### config.mk
export PLATFORM = sky130hd
export DESIGN_NAME = ro_trng_sampler_ctrl
export DESIGN_NICKNAME = d
export VERILOG_FILES = /design/src/rtl/ro_trng_sampler_ctrl.sv
export SDC_FILE = /design/constraint.sdc
export NUM_CORES = 1
export LEC_CHECK = 0
export CAP_MARGIN = 15
export CORE_ASPECT_RATIO = 0.75
export CORE_UTILIZATION = 50
export CTS_CLUSTER_DIAMETER = 50
export CTS_CLUSTER_SIZE = 12
export DETAILED_ROUTE_END_ITERATION = 6
export GPL_TIMING_DRIVEN = 0
export HOLD_SLACK_MARGIN = 0.03
export PLACE_DENSITY = 0.73
export SYNTH_ARGS = -nofsm -noshare
export SYNTH_HDL_FRONTEND = slang
export SYNTH_SLANG_ARGS = --single-unit
### constraint.sdc
create_clock -name CLK -period 3.45 [get_ports CLK]
set_input_delay 0.5175 -clock CLK [delete_from_list [all_inputs] [get_ports CLK]]
set_output_delay 0.5175 -clock CLK [all_outputs]
set_load 0.01 [all_outputs]
### src/rtl/ro_trng_sampler_ctrl.sv
// ro_trng_sampler_ctrl
//   Sequences a bank of ring oscillators for the TRNG: holds them in reset while idle,
//   releases them for a warm-up period, then samples the XOR of their synchronised
//   outputs every SAMPLE_DIV cycles and packs the bits MSB-first into WORD_W-bit words.
//   A run of STUCK_LIM identical sampled bits parks the bank for WARMUP_CYC cycles and
//   then re-warms it automatically.
// Ports
//   CLK, RESET_N  system clock, asynchronous active-low reset
//   START         level enable (1 = generate, 0 = stop and park the ROs)
//   RO_IN         raw RO outputs, asynchronous to CLK
//   RO_RESET      active-high reset to every RO (all bits identical)
//   RAND_DATA     random word, stable while RAND_VALID=1
//   RAND_VALID    word available; RAND_READY accepts it at a CLK edge
//   BUSY          1 in any state other than idle
//   FAULT         sticky stuck-output flag, cleared only by START=0 or reset
//   OVERRUN       one-cycle pulse when a completed word is dropped
module ro_trng_sampler_ctrl #(
    parameter int unsigned NUM_RO     = 8,
    parameter int unsigned WORD_W     = 32,
    parameter int unsigned WARMUP_CYC = 64,
    parameter int unsigned SAMPLE_DIV = 16,
    parameter int unsigned STUCK_LIM  = 24
) (
    input  logic              CLK,
    input  logic              RESET_N,
    input  logic              START,
    input  logic [NUM_RO-1:0] RO_IN,
    output logic [NUM_RO-1:0] RO_RESET,
    output logic [WORD_W-1:0] RAND_DATA,
    output logic              RAND_VALID,
    input  logic              RAND_READY,
    output logic              BUSY,
    output logic              FAULT,
    output logic              OVERRUN
);

    localparam int unsigned TmrW = $clog2(WARMUP_CYC + 1);
    localparam int unsigned DivW = $clog2(SAMPLE_DIV);
    localparam int unsigned BitW = $clog2(WORD_W);
    localparam int unsigned RunW = $clog2(STUCK_LIM + 1);

    typedef enum logic [1:0] {StIdle, StWarmup, StSample, StFault} state_e;

    state_e              state_q, state_d;
    logic [TmrW-1:0]     tmr_q, tmr_d;
    logic [DivW-1:0]     div_q, div_d;
    logic [BitW-1:0]     bit_cnt_q, bit_cnt_d;
    logic [WORD_W-2:0]   shreg_q, shreg_d;
    logic [RunW-1:0]     run_q, run_d, run_next;
    logic                last_bit_q, last_bit_d;
    logic [NUM_RO-1:0]   sync1_q, sync2_q;
    logic [NUM_RO-1:0]   ro_reset_q, ro_reset_d;
    logic [WORD_W-1:0]   data_q, data_d;
    logic                valid_q, valid_d;
    logic                busy_q, busy_d;
    logic                fault_q, fault_d;
    logic                overrun_q, overrun_d;

    logic                sample_bit;
    logic [WORD_W-1:0]   new_word;

    assign sample_bit = ^sync2_q;
    assign new_word   = {shreg_q, sample_bit};

    always_comb begin
        state_d    = state_q;
        tmr_d      = tmr_q;
        div_d      = div_q;
        bit_cnt_d  = bit_cnt_q;
        shreg_d    = shreg_q;
        run_d      = run_q;
        run_next   = run_q;
        last_bit_d = last_bit_q;
        data_d     = data_q;
        valid_d    = valid_q;
        fault_d    = fault_q;
        overrun_d  = 1'b0;

        // Consumer handshake; a word loaded below on the same edge re-asserts valid.
        if (valid_q && RAND_READY) begin
            valid_d = 1'b0;
        end

        if (!START) begin
            // Park everything; a pending output word survives until accepted.
            state_d   = StIdle;
            tmr_d     = '0;
            div_d     = '0;
            bit_cnt_d = '0;
            run_d     = '0;
            fault_d   = 1'b0;
        end else begin
            unique case (state_q)
                StIdle: begin
                    state_d = StWarmup;
                    tmr_d   = '0;
                end
                StWarmup: begin
                    if (tmr_q == TmrW'(WARMUP_CYC - 1)) begin
                        state_d   = StSample;
                        tmr_d     = '0;
                        div_d     = '0;
                        bit_cnt_d = '0;
                        run_d     = '0;
                    end else begin
                        tmr_d = tmr_q + TmrW'(1);
                    end
                end
                StSample: begin
                    if (div_q == DivW'(SAMPLE_DIV - 1)) begin
                        div_d      = '0;
                        shreg_d    = new_word[WORD_W-2:0];
                        last_bit_d = sample_bit;
                        // run_q == 0 means no bit taken yet in this run
                        if (run_q != '0 && sample_bit == last_bit_q) begin
                            run_next = run_q + RunW'(1);
                        end else begin
                            run_next = RunW'(1);
                        end
                        if (bit_cnt_q == BitW'(WORD_W - 1)) begin
                            bit_cnt_d = '0;
                            if (!valid_q || RAND_READY) begin
                                data_d  = new_word;
                                valid_d = 1'b1;
                            end else begin
                                overrun_d = 1'b1;
                            end
                        end else begin
                            bit_cnt_d = bit_cnt_q + BitW'(1);
                        end
                        if (run_next == RunW'(STUCK_LIM)) begin
                            state_d   = StFault;
                            tmr_d     = '0;
                            bit_cnt_d = '0;
                            run_d     = '0;
                            fault_d   = 1'b1;
                        end else begin
                            run_d = run_next;
                        end
                    end else begin
                        div_d = div_q + DivW'(1);
                    end
                end
                StFault: begin
                    if (tmr_q == TmrW'(WARMUP_CYC - 1)) begin
                        state_d = StWarmup;
                        tmr_d   = '0;
                    end else begin
                        tmr_d = tmr_q + TmrW'(1);
                    end
                end
                default: state_d = StIdle;
            endcase
        end

        ro_reset_d = {NUM_RO{(state_d == StIdle) || (state_d == StFault)}};
        busy_d     = (state_d != StIdle);
    end

    always_ff @(posedge CLK or negedge RESET_N) begin
        if (!RESET_N) begin
            state_q    <= StIdle;
            tmr_q      <= '0;
            div_q      <= '0;
            bit_cnt_q  <= '0;
            shreg_q    <= '0;
            run_q      <= '0;
            last_bit_q <= 1'b0;
            sync1_q    <= '0;
            sync2_q    <= '0;
            ro_reset_q <= '1;
            data_q     <= '0;
            valid_q    <= 1'b0;
            busy_q     <= 1'b0;
            fault_q    <= 1'b0;
            overrun_q  <= 1'b0;
        end else begin
            state_q    <= state_d;
            tmr_q      <= tmr_d;
            div_q      <= div_d;
            bit_cnt_q  <= bit_cnt_d;
            shreg_q    <= shreg_d;
            run_q      <= run_d;
            last_bit_q <= last_bit_d;
            sync1_q    <= RO_IN;
            sync2_q    <= sync1_q;
            ro_reset_q <= ro_reset_d;
            data_q     <= data_d;
            valid_q    <= valid_d;
            busy_q     <= busy_d;
            fault_q    <= fault_d;
            overrun_q  <= overrun_d;
        end
    end

    assign RO_RESET   = ro_reset_q;
    assign RAND_DATA  = data_q;
    assign RAND_VALID = valid_q;
    assign BUSY       = busy_q;
    assign FAULT      = fault_q;
    assign OVERRUN    = overrun_q;

endmodule

==> results of run 1 <==
area by class of cell:
class | count | share of cell area [%]
Buffer | 21 | 2.23
Multi-Input combinational cell | 245 | 28.8
Inverter | 11 | 0.766
Clock inverter | 4 | 0.905
Tap cell | 108 | 2.51
Sequential cell | 107 | 49.7
Timing Repair Buffer | 55 | 10.5
Clock buffer | 12 | 4.57
final timing paths:
kind                             from       endpoint  slack (ns)
setup / recovery             div_q[0]  RAND_DATA[11]        1.23
hold / removal                RESET_N     sync1_q[3]        0.21
setup reg to reg             div_q[0]  RAND_DATA[11]        1.23
hold reg to reg            sync1_q[1]     sync2_q[1]        0.35
max in group asynchronous     RESET_N  RAND_DATA[22]        2.56
min in group CLK           sync1_q[1]     sync2_q[1]        0.35
registers in the layout, indices dropped and copies added, names as in the netlist:
name	flops
FAULT	1
RO_RESET	1
state_q	2
tmr_q	7
RAND_DATA	32
shreg_q	31
OVERRUN	1
RAND_VALID	1
sync1_q	8
BUSY	1
run_q	5
div_q	4
bit_cnt_q	5
sync2_q	8
routing by layer:
layer  global-route usage (%)  share of wire, %
met1                     26.7                46
met2                     30.0                47
met3                     6.67               5.8
met4                     5.98               1.2
met5                        0                 0
report_power, final:
part | switching (mW) | internal [mW]
sequential | 0.00634 | 1.27
combinational | 0.0649 | 0.0546
clock | 0.439 | 0.583
total | 0.511 | 1.90
through the flow:
stage	power (mW)	instance area, um^2
finish	2.42	5390
global route	2.51	5390
CTS	2.44	5390
detailed placement	1.42	5090
global placement	1.41	5070
floorplan	1.36	4390
placed cells by master (no fill, tap or decap), types with 2 or more instances in the layout:
cell | netlist | layout
a21oi_1 | 3 | 3
a22o_1 | 4 | 4
a31oi_1 | 3 | 3
and2_1 | 5 | 5
and3_1 | 6 | 6
buf_2 | 6 | 6
buf_4 | 7 | 8
clkbuf_1 | 7 | 9
clkbuf_16 | 0 | 9
clkdlybuf4s50_1 | 0 | 53
clkinv_2 | 0 | 2
dfrtp_1 | 106 | 106
ha_1 | 7 | 7
inv_1 | 11 | 11
mux2_2 | 31 | 31
nand2_1 | 113 | 113
nand2b_1 | 3 | 3
nand3_1 | 8 | 8
nand4b_1 | 2 | 2
nor2_1 | 9 | 9
nor2b_1 | 2 | 2
o2111ai_1 | 2 | 2
o21ai_0 | 10 | 10
o21ai_1 | 2 | 2
o22ai_1 | 4 | 4
o31ai_4 | 2 | 2
xnor2_1 | 9 | 9
xor2_1 | 3 | 3
kinds of logic (layout without fill, tap and decap cells):
group / count (synthesis) / count (layout) / synth area share (%)
XOR/XNOR: 15 / 15 / 3.84
adder cells (fa/ha/maj): 7 / 7 / 1.99
AND/OR/NAND/NOR: 155 / 155 / 15.3
buffers and inverters: 32 / 103 / 3.67
flip-flops: 107 / 107 / 61.0
multiplexers: 31 / 31 / 7.94
AO/OA/AOI/OAI: 37 / 37 / 6.26
==> results.yml, run 1 <==
run_status:
  status: "complete, no violations"
synthesis:
  yosysMostFrequentCell: "nand2_1"
  ys_top_cells_by_count: "113 x nand2_1, 106 x dfrtp_1, 31 x mux2_2, 11 x inv_1, 10 x o21ai_0"
  seq_area_frac_synth_pct: 61.0
  ys_types: 44
  synth-async-reset-ratio_pct: 100
  synth_cells: 384
  avgSynthCellArea_um2: 11.4
  synth_edf_count: 0
  yosys.area.top_type: "dfrtp_1"
  yosys_register_bits: 107
  synth_nets: 403
  netlist_area_um2: 4390
  yosysTopAreaCellShare_pct: 60.4
  synth-main-ff-cell: "dfrtp_1"
  synth.area.top_cells: "dfrtp_1 60%, nand2_1 9.7%, mux2_2 7.9%"
  yosys_warnings: 0
layout:
  antenna_cells: 0
  n_fill_cell: 701
  final_core_util_pct: 63.5
  syn2layout_area_growth_pct: 22.7
  seqCellArea_um2: 2680
  drive_gt1_share_pct: 14.9
  multiInputGateArea_um2: 1550
  final_cells: 563
  nNetsFinal: 469
timing:
  fin_skew_ns: 0.00835
  rsz0062_at_grt: "false"
  finalWorstSetupSlack_ns: 1.23
  fmax_ghz: 0.451
  worstMarginPinSlew_ns: 0.784
  relSlewSlack_pct: 47.7
  finalCriticalPeriod_ns: 2.22
  setup_violations: 0
  whs_ns: 0.206
  fin_tns_setup_ns: 0
  finalCritPeriodShare_pct: 64.3
  drv_slew: 0
  hold_violations: 0
setup_path:
  end_kind: "flip-flop"
  arrival_ns: 2.45
  cp.required_ns: 3.68
  path_buf_inv: 3
  crit_chain: "ha_1 -> and3_1 -> clkbuf_1 -> and2_1 -> buf_2 -> nand3_2 -> buf_2 -> mux2_2"
  crit_fanout: 10
  cp_num_cells: 8
  critical-path-max-stage-delay_ns: 0.42
  crit_type: "reg -> reg"
  worstRegToRegCells: 8
  crit_path_start_kind: "flip-flop"
  crit_path_frequent_cell: "buf_2"
  crit_family: "buffers and inverters"
  cp_slowest_cell: "dfrtp_1"
route:
  vias: 2926
  first_pass_iters: 4
  antenna_left: 0
  routedWlPerCell_um: 14.2
  route.detailed.drc: 0
  drt_iter0_markers: 115
  routed_wirelength_um: 7970
  via_per_inst: 5.20
global_routing:
  grt_overflow: 0
  grt_max_degree: 56
  grt_pass1_vias: 2866
  track_usage_pct: 19.7
  grt_pass1_wl_um: 13600
  antenna_found_initial: 0
clocking:
  clock-sinks: 107
  clkTransAtPathRegs_ns: 0.07
  cts_resized: 0
  clockBufferDepth: 2
  hold_buffers: 0
  post_cts_buffers: 0
  h-tree-depth: 3
  root_buffer: "clkbuf_16"
  clkLatencyLatePin_ns: 0.35
  numCtsBuffers: 9
  cts_tree: "yes"
die:
  die_w_um: 110
  ioPinCount: 56
  start_util_pct: 51.8
  rows: 29
  core_area_um2: 8490
  fp.dieArea_um2: 9170
  die_h_um: 83.2
run:
  maxCapViolCount: 0
pwr:
  max-vdd-ir-drop_v: 0.000385
  power_density_nw_per_um2: 448
  p_leak_nw: 2.67
placed_design:
  dp_hpwl_um: 5300
  placedCellCount: 547
  place.port_buffers: 54
  place_congestion: 0.800
  dp_slack_ns: 1.17
worst_hold_path:
  min-delay-path-class: "in -> async"
No activity file was read; power rests on OpenSTA's default activity.
==> run 2: changes to the inputs <==
--- a/config.mk
+++ b/config.mk
@@ -7,13 +7,13 @@
 export LEC_CHECK = 0
 export CAP_MARGIN = 15
 export CORE_ASPECT_RATIO = 0.75
-export CORE_UTILIZATION = 50
+export CORE_UTILIZATION = 49
 export CTS_CLUSTER_DIAMETER = 50
 export CTS_CLUSTER_SIZE = 12
 export DETAILED_ROUTE_END_ITERATION = 6
 export GPL_TIMING_DRIVEN = 0
 export HOLD_SLACK_MARGIN = 0.03
-export PLACE_DENSITY = 0.73
+export PLACE_DENSITY = 0.75
 export SYNTH_ARGS = -nofsm -noshare
 export SYNTH_HDL_FRONTEND = slang
 export SYNTH_SLANG_ARGS = --single-unit
==> constraint.sdc (replaced) <==
create_clock -name CLK -period 1.85 [get_ports CLK]
set_input_delay 0.2775 -clock CLK [delete_from_list [all_inputs] [get_ports CLK]]
set_output_delay 0.2775 -clock CLK [all_outputs]
set_load 0.01 [all_outputs]
==> results.yml, run 2 (synthesis results as in run 1) <==
global_routing:
  antenna_found_initial: 0
  busiest_layer: "met2"
  met1_usage_pct: 25.8
  grt_max_degree: 61
  grt_overflow: 0
  track_usage_pct: 19.4
  grt_pass1_wl_um: 14300
  grt_pass1_vias: 2985
  met3_usage_pct: 5.66
  met2_usage_pct: 32.2
clocking:
  clock-sinks: 107
  h-tree-depth: 3
  clockBufferDepth: 2
  root_buffer: "clkbuf_16"
  clkTransAtPathRegs_ns: 0.07
  cts_tree: "yes"
  numCtsBuffers: 9
  clkLatencyLatePin_ns: 0.35
route:
  antenna_left: 0
  routedWlPerCell_um: 15.4
  vias: 3158
  route.detailed.drc: 14
  routed_wirelength_um: 9030
  first_pass_iters: 7
  via_per_inst: 5.38
  drt_iter0_markers: 184
layout:
  drive_gt1_share_pct: 27.8
  n_fill_cell: 601
  syn2layout_area_growth_pct: 33.9
  final_common_cell: "nand2_1"
  layout_common_cells: "111 x nand2_1, 106 x dfrtp_1, 46 x clkdlybuf4s50_1"
  antenna_cells: 0
  largest_register_ffs: 32
  final_area_um2: 5880
  nNetsFinal: 493
  multiInputGateArea_um2: 1780
  seqCellArea_um2: 2680
setup_path:
  crit_type: "reg -> reg"
  cp.required_ns: 2.14
  crit_path_start_kind: "flip-flop"
  arrival_ns: 2.22
  crit_fanout: 3
  end_kind: "flip-flop"
die:
  fp.dieArea_um2: 9350
  die_w_um: 111
  rows: 29
  ioPinCount: 56
  start_util_pct: 51.3
  die_h_um: 84.0
  core_area_um2: 8560
worst_hold_path:
  min-delay-path-class: "in -> reg"
timing:
  fmax_ghz: 0.519
  hold_violations: 0
  finalCritPeriodShare_pct: 104
  relSlewSlack_pct: 57.7
  worstMarginPinSlew_ns: 0.635
  fin_tns_setup_ns: -0.107
  finalCriticalPeriod_ns: 1.93
  drv_slew: 0
  fin_skew_ns: 0.00608
  setup_violations: 4
  finalWorstSetupSlack_ns: -0.0754
  whs_ns: 0.263
  rsz0062_at_grt: "true"
placed_design:
  place_congestion: 0.821
  place.port_buffers: 54
  place_area_um2: 5130
  dp_hpwl_um: 5340
run_status:
  violations: "DRC, setup timing"
  status: "finished, violations left"
pwr:
  power_density_nw_per_um2: 773
  total_power_mw: 4.55
  p_leak_nw: 2.92
  max-vdd-ir-drop_v: 0.000518
run:
  maxCapViolCount: 0
[run 2: cell types whose count changed in the layout (fill, tap and decap cells not counted), moves of 6 or more]
cell             before  now
buf_4                 8   33
clkdlybuf4s50_1      53   46
ha_1                  7    1
xnor2_1               9    3
xnor2_2               1    7
[run 2: cell type report]
cell class | count | share of cell area [%]
tap | 108 | 2.30
multi-input combinational | 245 | 30.3
buffer | 18 | 2.30
inverter | 11 | 0.702
clock inverter | 7 | 1.15
sequential | 107 | 45.5
clock buffer | 9 | 3.83
timing repair buffer | 82 | 13.8
[run 2: final timing paths]
path	start	slack (ns)	cells past startpoint	endpoint
worst min register to register	sync1_q[2]	0.35	0	sync2_q[2]
worst max-delay path	tmr_q[1]	-0.08	8	RO_RESET[0]
min in group asynchronous	RESET_N	0.50	2	sync2_q[6]
worst min-delay path	START	0.26	3	FAULT
max in group asynchronous	RESET_N	0.61	3	RO_RESET[0]
worst max register to register	tmr_q[1]	-0.08	8	RO_RESET[0]
[run 2: worst max-delay path: stages, from the launching register on]
cell and delay [ns]:
dfrtp_1 0.42, ha_4 0.17, nand4_1 0.20, nor3_2 0.30, nand2_1 0.13, xor2_1 0.16
nand2b_1 0.15, ha_1 0.28, inv_1 0.05
[run 2: per-layer routing]
layer / part of all wire (%) / vias to the layer above
met1: 43 / 1586
met4: 0.39 / 0
met2: 50 / 105
met5: 0 / -
met3: 5.8 / 5
li1: - / 1462
[run 2: power breakdown]
group	internal (mW)	switching (mW)	leakage (nW)
Combinational	0.146	0.156	1.32
Clock	0.952	0.919	0.146
Sequential	2.36	0.0144	1.45
Total	3.46	1.09	2.92
[run 2: what timing repair did]
action,CTS,global route
hold endpoints to repair,47,0
pin swaps,3,19
gates resized for setup,25,35
setup buffers,16,9
endpoints found under the setup margin,90,86
gates cloned,1,0
hold buffers,1,0
[run 2: through the flow]
step	worst slack [ns]	util, %	cells
finish	-0.0754	68.7	587
global route	-0.170	68.7	587
CTS	-0.0209	66.2	579
detailed placement	-0.312	59.9	547
global placement	-3.47	59.6	546
floorplan	0.00448	-	384
==> run 3: changes to the inputs <==
--- a/config.mk
+++ b/config.mk
@@ -11,6 +11,7 @@
 export CTS_CLUSTER_DIAMETER = 50
 export CTS_CLUSTER_SIZE = 12
 export DETAILED_ROUTE_END_ITERATION = 6
+export GPL_ROUTABILITY_DRIVEN = 0
 export GPL_TIMING_DRIVEN = 0
 export HOLD_SLACK_MARGIN = 0.03
 export PLACE_DENSITY = 0.75
==> results.yml, run 3 (synthesis results as in run 1) <==
clocking:
  clkTransAtPathRegs_ns: 0.07
  cts_tree: "yes"
  numCtsBuffers: 9
  clockBufferDepth: 2
  h-tree-depth: 3
  clkLatencyLatePin_ns: 0.34
  clock-sinks: 107
  root_buffer: "clkbuf_16"
placed_design:
  dp_hpwl_um: 5320
  place_area_um2: 5130
  place.port_buffers: 54
route:
  route.top_layer_used: "met4"
  routed_wirelength_um: 8710
  route.detailed.drc: 15
  antenna_left: 0
  via_per_inst: 5.19
  first_pass_iters: 6
  dr_wl_met3_um: 450
  routedWlPerCell_um: 14.8
  wl_met1_um: 3930
  vias: 3062
  drt_iter0_markers: 153
  met2_length_um: 4240
die:
  fp.dieArea_um2: 9350
  core_area_um2: 8560
  ioPinCount: 56
  die_h_um: 84.0
  start_util_pct: 51.3
  die_w_um: 111
  rows: 29
timing:
  rsz0062_at_grt: "true"
  setup_violations: 20
  relSlewSlack_pct: 67.7
  fin_skew_ns: 0.00812
  worstMarginPinSlew_ns: 0.485
  fmax_ghz: 0.531
  finalCriticalPeriod_ns: 1.88
  whs_ns: 0.274
  drv_slew: 0
  finalCritPeriodShare_pct: 102
  finalWorstSetupSlack_ns: -0.0332
  hold_violations: 0
worst_hold_path:
  min-delay-path-class: "in -> reg"
  whs_path_depth: 3
  worstHoldStart: "START"
  min_delay_worst_endpoint: "FAULT"
layout:
  drive_gt1_share_pct: 27.2
  n_fill_cell: 590
  syn2layout_area_growth_pct: 34.9
  final_area_um2: 5930
  final_core_util_pct: 69.2
  antenna_cells: 0
  final_common_cell: "nand2_1"
  seqCellArea_um2: 2680
  layout_common_cells: "112 x nand2_1, 106 x dfrtp_1, 46 x clkdlybuf4s50_1"
  largest_register_ffs: 32
  nNetsFinal: 496
  multiInputGateArea_um2: 1760
setup_path:
  cp.required_ns: 2.08
  crit_fanout: 5
  r2r_start: "bit_cnt_q[0]"
  critical-path-max-stage-delay_ns: 0.40
  ff2ff_setup_slack_ns: -0.03
  crit_chain: "ha_1 -> and3_1 -> ha_2 -> nand3_4 -> clkbuf_16 -> mux2_2"
  crit_path_start_kind: "flip-flop"
  end_kind: "flip-flop"
  arrival_ns: 2.11
  cp_slowest_cell: "dfrtp_1"
  worstRegToRegCells: 6
  crit_type: "reg -> reg"
  r2r-end: "RAND_DATA[12]"
run_status:
  status: "finished, violations left"
  violations: "DRC, setup timing"
global_routing:
  grt_pass1_vias: 2939
  grt_max_degree: 73
  grt_overflow: 0
  grt_pass1_wl_um: 13600
  antenna_found_initial: 0
  track_usage_pct: 18.7
pwr:
  max-vdd-ir-drop_v: 0.000778
  power_density_nw_per_um2: 792
  p_leak_nw: 2.94
run:
  maxCapViolCount: 0
==> run 3: area by class of cell <==
type | count | share of cell area [%]
sequential | 107 | 45.2
multi-input combinational | 246 | 29.7
timing repair buffer | 83 | 14.2
clock buffer | 12 | 4.16
buffer | 19 | 2.49
tap | 108 | 2.28
clock inverter | 4 | 1.25
inverter | 11 | 0.697
==> run 3: stage by stage <==
stage / TNS [ns] / std cells / worst slack, ns / power, mW
CTS: -3.63 / 570 / -0.129 / 4.70
floorplan: 0 / 384 / 0.00448 / 2.53
global placement: -370.81 / 546 / -3.41 / 2.63
global route: -2.67 / 590 / -0.102 / 4.87
finish: -0.368 / 590 / -0.0332 / 4.69
detailed placement: -9.82 / 547 / -0.216 / 2.65
==> run 3: metal layers <==
layer	track usage, %	vias up
met5	0	-
met4	4.79	0
met3	7.19	8
met2	29.7	61
met1	24.3	1526
li1	-	1467
==> run 3: how the worst max path moves through the flow <==
| stage | start | endpoint | slack (ns) | cells past startpoint |
|---|---|---|---|---|
| floorplan | div_q[0] | RAND_DATA[10] | 0.004 | 8 |
| global placement | RESET_N | RAND_DATA[18] | -3.41 | 1 |
| detailed placement | tmr_q[0] | RO_RESET[0] | -0.22 | 7 |
| CTS | tmr_q[0] | run_q[2] | -0.13 | 6 |
| global route | run_q[0] | tmr_q[0] | -0.10 | 7 |
| finish | bit_cnt_q[0] | RAND_DATA[12] | -0.03 | 6 |
==> run 3: where the power goes <==
part / internal, mW / total (mW) / switching [mW]
clock: 1.22 / 2.02 / 0.794
combinational: 0.149 / 0.300 / 0.151
sequential: 2.36 / 2.38 / 0.0129
total: 3.74 / 4.69 / 0.958
==> run 3: what timing repair did <==
| item | CTS | global route |
|---|---|---|
| endpoints found under the setup margin | 90 | 80 |
| gates resized for setup | 18 | 39 |
| hold buffers | 1 | 0 |
| cloned | 0 | 4 |
| hold endpoints to repair | 34 | 0 |
| buffers inserted | 7 | 17 |
| pin swaps | 3 | 16 |
==> run 3: critical path: cells and delay by family, from the launching register on <==
| kind | cells | cell delay [ns] |
|---|---|---|
| DFF | 1 | 0.40 |
| and+or+nand+nor | 2 | 0.39 |
| adders and majority gates | 2 | 0.47 |
| buffers and inverters | 1 | 0.19 |
| muxes | 1 | 0.33 |
